--- config.mk ---
export PLATFORM = sky130hd
export DESIGN_NAME = cache_fill_ctrl_flat
export DESIGN_NICKNAME = d
export VERILOG_FILES = /design/src/rtl/cache_fill_if.sv /design/src/rtl/cache_fill_ctrl.sv /design/src/flat_wrapper.sv
export SDC_FILE = /design/constraint.sdc
export NUM_CORES = 1
export LEC_CHECK = 0
export BUFFER_PORTS_ARGS = -buffer_cell sky130_fd_sc_hd__buf_2
export CORE_ASPECT_RATIO = 1.5
export CORE_UTILIZATION = 43
export CTS_CLUSTER_SIZE = 24
export DETAILED_ROUTE_END_ITERATION = 10
export PLACE_DENSITY = 0.84
export SYNTH_ARGS = -nofsm -noshare
export SYNTH_HDL_FRONTEND = slang
export SYNTH_SLANG_ARGS = --single-unit
--- constraint.sdc ---
create_clock -name clk -period 3.21 [get_ports clk]
set_input_delay 0.1605 -clock clk [delete_from_list [all_inputs] [get_ports clk]]
set_output_delay 0.1605 -clock clk [all_outputs]
set_load 0.05 [all_outputs]
--- src/rtl/cache_fill_if.sv ---
// Fill-controller bus bundle: miss request, memory read port, data/tag array writes.
// master = cache/memory side, slave = fill controller.
interface cache_fill_if;
  logic        miss_req;
  logic [15:0] miss_addr;
  logic        mem_rd;
  logic [15:0] mem_addr;
  logic [15:0] mem_rdata;
  logic        data_we;
  logic [2:0]  data_word;
  logic [15:0] data_wdata;
  logic [6:0]  set_idx;
  logic        tag_we;
  logic [4:0]  tag_wdata;
  logic        valid_set;
  logic        busy;
  logic        fill_done;
  logic        cw_ready;

  modport master (
    output miss_req, miss_addr, mem_rdata,
    input  mem_rd, mem_addr, data_we, data_word, data_wdata,
    input  set_idx, tag_we, tag_wdata, valid_set, busy,
    input  fill_done, cw_ready
  );

  modport slave (
    input  miss_req, miss_addr, mem_rdata,
    output mem_rd, mem_addr, data_we, data_word, data_wdata,
    output set_idx, tag_we, tag_wdata, valid_set, busy,
    output fill_done, cw_ready
  );
endinterface

--- src/rtl/cache_fill_ctrl.sv ---
// Cache block fill sequencer: issue word reads, write returns, commit tag/valid.
// Optional macro CRITICAL_WORD_FIRST_EN: wrap fill order to start at missing word.
module cache_fill_ctrl #(
  parameter int MEM_LAT = 4,
  parameter int WORDS   = 8,
  parameter int IDX_W   = 7
) (
  input logic        clk,
  input logic        rst,
  cache_fill_if.slave bus
);
  localparam int OFF_W = $clog2(WORDS);
  localparam int TAG_W = 16 - IDX_W - OFF_W - 1;
  localparam logic [OFF_W-1:0] LAST = OFF_W'(WORDS - 1);

  typedef enum logic [1:0] {IDLE, ISSUE, DRAIN, COMMIT} state_t;

  state_t             state_q, state_d;
  logic [OFF_W-1:0]   issue_cnt_q, issue_cnt_d;
  logic [OFF_W-1:0]   rcv_cnt_q, rcv_cnt_d;
  logic [TAG_W-1:0]   tag_q, tag_d;
  logic [IDX_W-1:0]   idx_q, idx_d;
  logic [MEM_LAT-1:0] pipe_q, pipe_d;
  logic [OFF_W-1:0]   base;
  logic               ret;

`ifdef CRITICAL_WORD_FIRST_EN
  logic [OFF_W-1:0] off_q, off_d;
  logic unused_addr;

  assign base        = off_q;
  assign unused_addr = bus.miss_addr[0];

  // Latched critical-word offset; rotates both issue and write order.
  always_ff @(posedge clk) begin
    if (rst) off_q <= '0;
    else     off_q <= off_d;
  end

  // Capture offset only when a miss is accepted.
  always_comb begin
    off_d = off_q;
    if (state_q == IDLE && bus.miss_req)
      off_d = bus.miss_addr[OFF_W:1];
  end

  assign bus.cw_ready = ret && (rcv_cnt_q == '0);
`else
  logic unused_addr;

  assign base         = '0;
  assign unused_addr  = ^bus.miss_addr[OFF_W:0];
  assign bus.cw_ready = 1'b0;
`endif

  assign ret = pipe_q[MEM_LAT-1];

  // State, counters, latched address fields and return-valid pipe.
  always_ff @(posedge clk) begin
    if (rst) begin
      state_q     <= IDLE;
      issue_cnt_q <= '0;
      rcv_cnt_q   <= '0;
      tag_q       <= '0;
      idx_q       <= '0;
      pipe_q      <= '0;
    end else begin
      state_q     <= state_d;
      issue_cnt_q <= issue_cnt_d;
      rcv_cnt_q   <= rcv_cnt_d;
      tag_q       <= tag_d;
      idx_q       <= idx_d;
      pipe_q      <= pipe_d;
    end
  end

  // Next state, return tracking and all bus outputs.
  always_comb begin
    state_d        = state_q;
    issue_cnt_d    = issue_cnt_q;
    rcv_cnt_d      = rcv_cnt_q;
    tag_d          = tag_q;
    idx_d          = idx_q;
    pipe_d         = '0;
    bus.mem_rd     = 1'b0;
    bus.mem_addr   = '0;
    bus.data_we    = 1'b0;
    bus.data_word  = '0;
    bus.data_wdata = '0;
    bus.tag_we     = 1'b0;
    bus.valid_set  = 1'b0;
    bus.fill_done  = 1'b0;
    bus.busy       = (state_q != IDLE);
    bus.set_idx    = idx_q;
    bus.tag_wdata  = tag_q;

    unique case (state_q)
      IDLE: begin
        if (bus.miss_req) begin
          tag_d       = bus.miss_addr[15 -: TAG_W];
          idx_d       = bus.miss_addr[OFF_W+1 +: IDX_W];
          issue_cnt_d = '0;
          rcv_cnt_d   = '0;
          state_d     = ISSUE;
        end
      end
      ISSUE: begin
        bus.mem_rd   = 1'b1;
        bus.mem_addr = {tag_q, idx_q, issue_cnt_q + base, 1'b0};
        issue_cnt_d  = issue_cnt_q + 1'b1;
        if (issue_cnt_q == LAST) state_d = DRAIN;
      end
      DRAIN: begin
        if (ret && rcv_cnt_q == LAST) state_d = COMMIT;
      end
      COMMIT: begin
        bus.tag_we    = 1'b1;
        bus.valid_set = 1'b1;
        bus.fill_done = 1'b1;
        state_d       = IDLE;
      end
      default: state_d = IDLE;
    endcase

    // Returns may land during ISSUE as well as DRAIN.
    if (ret) begin
      bus.data_we    = 1'b1;
      bus.data_word  = rcv_cnt_q + base;
      bus.data_wdata = bus.mem_rdata;
      rcv_cnt_d      = rcv_cnt_q + 1'b1;
    end

    pipe_d[0] = bus.mem_rd;
    for (int i = 1; i < MEM_LAT; i++) pipe_d[i] = pipe_q[i-1];
  end
endmodule

--- src/flat_wrapper.sv ---
// flat-port wrapper written by rule: the top's interface ports become plain ports
module cache_fill_ctrl_flat 
#(
  parameter int MEM_LAT = 4,
  parameter int WORDS   = 8,
  parameter int IDX_W   = 7
)
  (clk, rst, bus_miss_req, bus_miss_addr, bus_mem_rdata, bus_mem_rd, bus_mem_addr, bus_data_we, bus_data_word, bus_data_wdata, bus_set_idx, bus_tag_we, bus_tag_wdata, bus_valid_set, bus_busy, bus_fill_done, bus_cw_ready);
  cache_fill_if bus_i ();
  input logic clk;
  input logic rst;
  input wire logic [$bits(bus_i.miss_req)-1:0] bus_miss_req;
  input wire logic [$bits(bus_i.miss_addr)-1:0] bus_miss_addr;
  input wire logic [$bits(bus_i.mem_rdata)-1:0] bus_mem_rdata;
  output wire logic [$bits(bus_i.mem_rd)-1:0] bus_mem_rd;
  output wire logic [$bits(bus_i.mem_addr)-1:0] bus_mem_addr;
  output wire logic [$bits(bus_i.data_we)-1:0] bus_data_we;
  output wire logic [$bits(bus_i.data_word)-1:0] bus_data_word;
  output wire logic [$bits(bus_i.data_wdata)-1:0] bus_data_wdata;
  output wire logic [$bits(bus_i.set_idx)-1:0] bus_set_idx;
  output wire logic [$bits(bus_i.tag_we)-1:0] bus_tag_we;
  output wire logic [$bits(bus_i.tag_wdata)-1:0] bus_tag_wdata;
  output wire logic [$bits(bus_i.valid_set)-1:0] bus_valid_set;
  output wire logic [$bits(bus_i.busy)-1:0] bus_busy;
  output wire logic [$bits(bus_i.fill_done)-1:0] bus_fill_done;
  output wire logic [$bits(bus_i.cw_ready)-1:0] bus_cw_ready;
  assign bus_i.miss_req = bus_miss_req;
  assign bus_i.miss_addr = bus_miss_addr;
  assign bus_i.mem_rdata = bus_mem_rdata;
  assign bus_mem_rd = bus_i.mem_rd;
  assign bus_mem_addr = bus_i.mem_addr;
  assign bus_data_we = bus_i.data_we;
  assign bus_data_word = bus_i.data_word;
  assign bus_data_wdata = bus_i.data_wdata;
  assign bus_set_idx = bus_i.set_idx;
  assign bus_tag_we = bus_i.tag_we;
  assign bus_tag_wdata = bus_i.tag_wdata;
  assign bus_valid_set = bus_i.valid_set;
  assign bus_busy = bus_i.busy;
  assign bus_fill_done = bus_i.fill_done;
  assign bus_cw_ready = bus_i.cw_ready;
  cache_fill_ctrl #(.MEM_LAT(MEM_LAT), .WORDS(WORDS), .IDX_W(IDX_W)) u_core (.clk(clk), .rst(rst), .bus(bus_i));
endmodule
* Word level (Yosys, flattened, before mapping)
Index checks and enable logic that the tools add are counted.
Storage, ports and cells: output and inout bits 54, logic and storage cells 40, register bits 24, input bits 35
Operators by class: reductions and logical operators 10, eq/ne operators 8, add/subtract/negate cells 2, mux-type cells 14
Operators with widths (number):
- two-way mux 16 bit | 2
- two-way mux 3 bit | 4
- one-hot mux 2 bit (4 select lines) | 1
- nonzero test 2 bit | 4
- adder 3 x 1 -> 3 bit (second input constant) | 2
- equality test 3 bit (second input constant) | 2
- two-way mux 2 bit | 3
- one-hot mux 3 bit (2 select lines) | 1
- AND reduction 2 bit | 3
- equality test 2 bit (second input constant) | 2
- inequality test 2 x 1 -> 1 bit (second input constant) | 2
- two-way mux 1 bit | 3
- AND reduction 3 bit | 1
- equality test 2 x 1 -> 1 bit (second input constant) | 1
- logical NOT 2 bit | 1
- inequality test 2 bit (second input constant) | 1
- logical AND 1 bit | 1

* Depth between registers and ports, before layout
word-level depth 4, gate-level depth with buffers 6, mapped depth without buffers 5

* Least setup slack after synthesis
OpenSTA, ideal clock, no wires.
kind register to output, start point register u_core.state_q[1], end point output bus_mem_addr[10], required time 3.049 ns, stages on the path, launching flop included 5, path slack 1.469 ns, data arrival time 1.581 ns, cells stage by stage dfxtp_1 -> inv_1 -> ha_1 -> clkbuf_1 -> and2_1
Between the ends: word-level cells in the longest chain between the ends 2
Ends and longest elaborated chain:
- from (decl) | RTL line cache_fill_ctrl.sv:18 | state_t state_q, state_d;
- from (signal assigned) | RTL line cache_fill_ctrl.sv:68 | state_q <= state_d;
- equality test 2 x 1 -> 1 bit | RTL line cache_fill_ctrl.sv:97 | unique case (state_q)
- two-way mux 16 bit | RTL line cache_fill_ctrl.sv:97
- to (decl) | RTL line flat_wrapper.sv:16 | output wire logic [$bits(bus_i.mem_addr)-1:0] bus_mem_addr;
Every way passes these cells.

* Final worst setup path
start point register u_core.state_q[1], end point output bus_mem_addr[5]
Same word-level chain as after synthesis.

==> results.yml <==
outcome:
  status: "completed"
job:
  max_cap_violations: 0
sta:
  setup_tns_ps: 0
  fin_crit_ps: 1908
  max_slew_margin: 0.5707
  finalClockSkew_ps: 4.828
  setup_viol: 0
  hold_viol_final: 0
  timing.hold.ws_ps: 126.5
  period_share: 0.5943
  rsz0062_at_grt: "no"
  setup_slack_ps: 1302
  worst_slew_pin_slew_ps: 643.9
  max_freq_mhz: 524.2
  slew_viol_final: 0
global_routing:
  met1_usage: 0.1800
  grt_pass1_vias: 1023
  use_met3: 0.01847
  antenna_found_initial: 0
  grt_max_degree: 28
  grt_util_met2: 0.3468
  grt-busiest-layer: "met2"
  grt_pass1_wl_um: 4098
  grt-ovfl-total: 0
  grt_usage: 0.1766
layout:
  drive_above_1_share: 0.3938
  postLayoutCellArea_sq_um: 1703
  nets: 270
  antennaDiodeCount: 0
  area_growth_pct: 36.78
placed_design:
  preCtsSetupSlack_ps: 1586
  port_buffers: 82
  gp_congestion: 0.6586
  dp_hpwl_um: 2169
  post_dp_cell_area_sq_um: 1632
critical_path:
  crit_required_ps: 3050
  path_cells: "inv_1 > ha_1 > and2_1 > buf_2"
  cp-start-kind: "flop"
  slowest_stage: "ha_1"
  path_buf_inv: 2
  critPathCaptureType: "primary output"
  cp_top_family: "adder cells"
  worst_path_largest_cell_delay_ps: 570
  arrival_ps: 1750
  worstSetupPathType: "reg -> out"
  worstPathMaxFanout: 22
detailed_routing:
  firstDrtPassIters: 3
  vias_per_cell: 4.669
  detail-route-antenna-nets: 0
  drtIter0Drc: 28
  routed_wl_um: 2855
  wl_per_cell_um: 10.86
  vias: 1228
  drcViolationCount: 0
floorplanning:
  num_rows: 23
  core_area_sq_um: 2705
  start_util: 0.4602
  io-pin-count: 89
  die_w_um: 45.94
  die_area_sq_um: 3119
  fp.dieH_um: 67.90
clock_tree:
  clkSinkCount: 24
  cts_hold_buf: 0
  numCtsBuffers: 3
  clock_latency_ps: 260
  cts_resized: 0
  clk_pin_slew_ps: 80
  htree_levels: 1
  clockRootBuffer: "clkbuf_8"
  postCtsSetupRepairBufs: 0
  clock_path_buffers: 2
  cts_tree: "done"
min_path:
  min_path_type: "in -> reg"
yosys:
  synth.avg_cell_area_sq_um: 8.245
  synth_seq_area_share: 0.3859
  synth_top_area_frac: 0.3859
  yosysWarningCount: 0
  synth.ff_latch_count: 24
  synth_top_cell_by_area: "dfxtp_1"
  syn_inst: 151
  synth_area_sq_um: 1245
  ys_top_cells_by_area: "dfxtp_1, and2_1, nand2_1"
  ys_types: 21
power:
  ir_worst_vdd_mv: 0.4054
  power_density_nw_per_um2: 730.3
  power_leakage_nw: 0.9431
  total_power_mw: 1.244
## layout make-up
cell class,count,area [sq um]
Tap cell,37,46.29
Fill cell,266,1002
Timing Repair Buffer,82,410.4
Inverter,3,11.26
Sequential cell,24,480.5
Clock buffer,3,41.29
Multi-Input combinational cell,113,683.2
Clock inverter,1,30.03
## metal layers
layer,up-vias,part of all wire
met4,0,0.0067
met5,-,0
met2,56,0.53
li1,624,-
met1,546,0.38
met3,2,0.076
## layout by cell type, fill, tap and decap left out, types with 4 or more instances in the layout
cell,netlist,final
nor2_1,4,4
nor2b_1,4,4
buf_2,2,82
nand2_1,28,28
nand2b_1,4,4
dfxtp_1,24,24
and2_1,34,34
a21oi_1,17,17
ha_1,8,8
## flip-flops by register name, summed over array words and instances (netlist names)
| name | cells |
|---|---|
| u_core.rcv_cnt_q | 3 |
| u_core.issue_cnt_q | 3 |
| u_core.state_q | 2 |
| u_core.pipe_q | 4 |
| u_core.bus.set_idx | 7 |
| u_core.bus.tag_wdata | 5 |
## through the flow
step / cells / utilization
4_1_cts: 263 / 0.6295
3_5_place_dp: 259 / 0.6031
5_1_grt: 263 / 0.6295
2_1_floorplan: 152 / -
3_3_place_gp: 259 / 0.6031
6_report: 263 / 0.6295
## logic make-up (layout without fill, tap and decap cells)
| family | Yosys count | in the layout | share of synthesized area |
|---|---|---|---|
| AND/OR/NAND/NOR | 79 | 79 | 0.3417 |
| flip-flops | 24 | 24 | 0.3859 |
| other | 1 | 2 | 0.003012 |
| buffers and inverters | 15 | 89 | 0.06834 |
| AO/OA/AOI/OAI | 21 | 21 | 0.09649 |
| adder cells (fa/ha/maj) | 8 | 8 | 0.08041 |
| multiplexers | 3 | 3 | 0.02412 |
## cell usage after synthesis
library cell,number
buf_2,2
a21oi_1,17
and3_4,1
nand2b_1,4
nor2b_1,4
and2_1,34
dfxtp_1,24
clkbuf_1,5
inv_1,3
conb_1,1
and2_4,1
ha_1,8
mux2i_1,3
nand2_1,28
buf_8,1
nand3b_1,3
a32oi_1,2
nor2_1,4
a21bo_2,1
buf_4,4
o21a_1,1
## where the power goes
| group | internal, mW | switching [mW] |
|---|---|---|
| logic | 0.166 | 0.433 |
| registers | 0.348 | 0.0368 |
| clock network | 0.167 | 0.0933 |
## worst min-delay path, delay by kind of cell
family,cells,cell delay (ps)
buffers and inverters,1,100
and+or+nand+nor,1,40
AOI/OAI and AO/OA,1,50
## worst paths after layout
path / to / slack (ps) / depth (start not counted) / start
setup / recovery: bus_mem_addr[5] / 1300 / 4 / u_core.state_q[1]$_SDFFE_PP0P_
hold reg to reg: u_core.pipe_q[1]$_SDFF_PP0_ / 450 / 1 / u_core.pipe_q[0]$_SDFF_PP0_
setup reg to reg: u_core.issue_cnt_q[2]$_SDFFE_PP0P_ / 1580 / 5 / u_core.state_q[1]$_SDFFE_PP0P_
hold / removal: u_core.bus.set_idx[0]$_SDFFE_PP0P_ / 130 / 3 / bus_miss_addr[4]
Power figures use the tool's default switching activity.
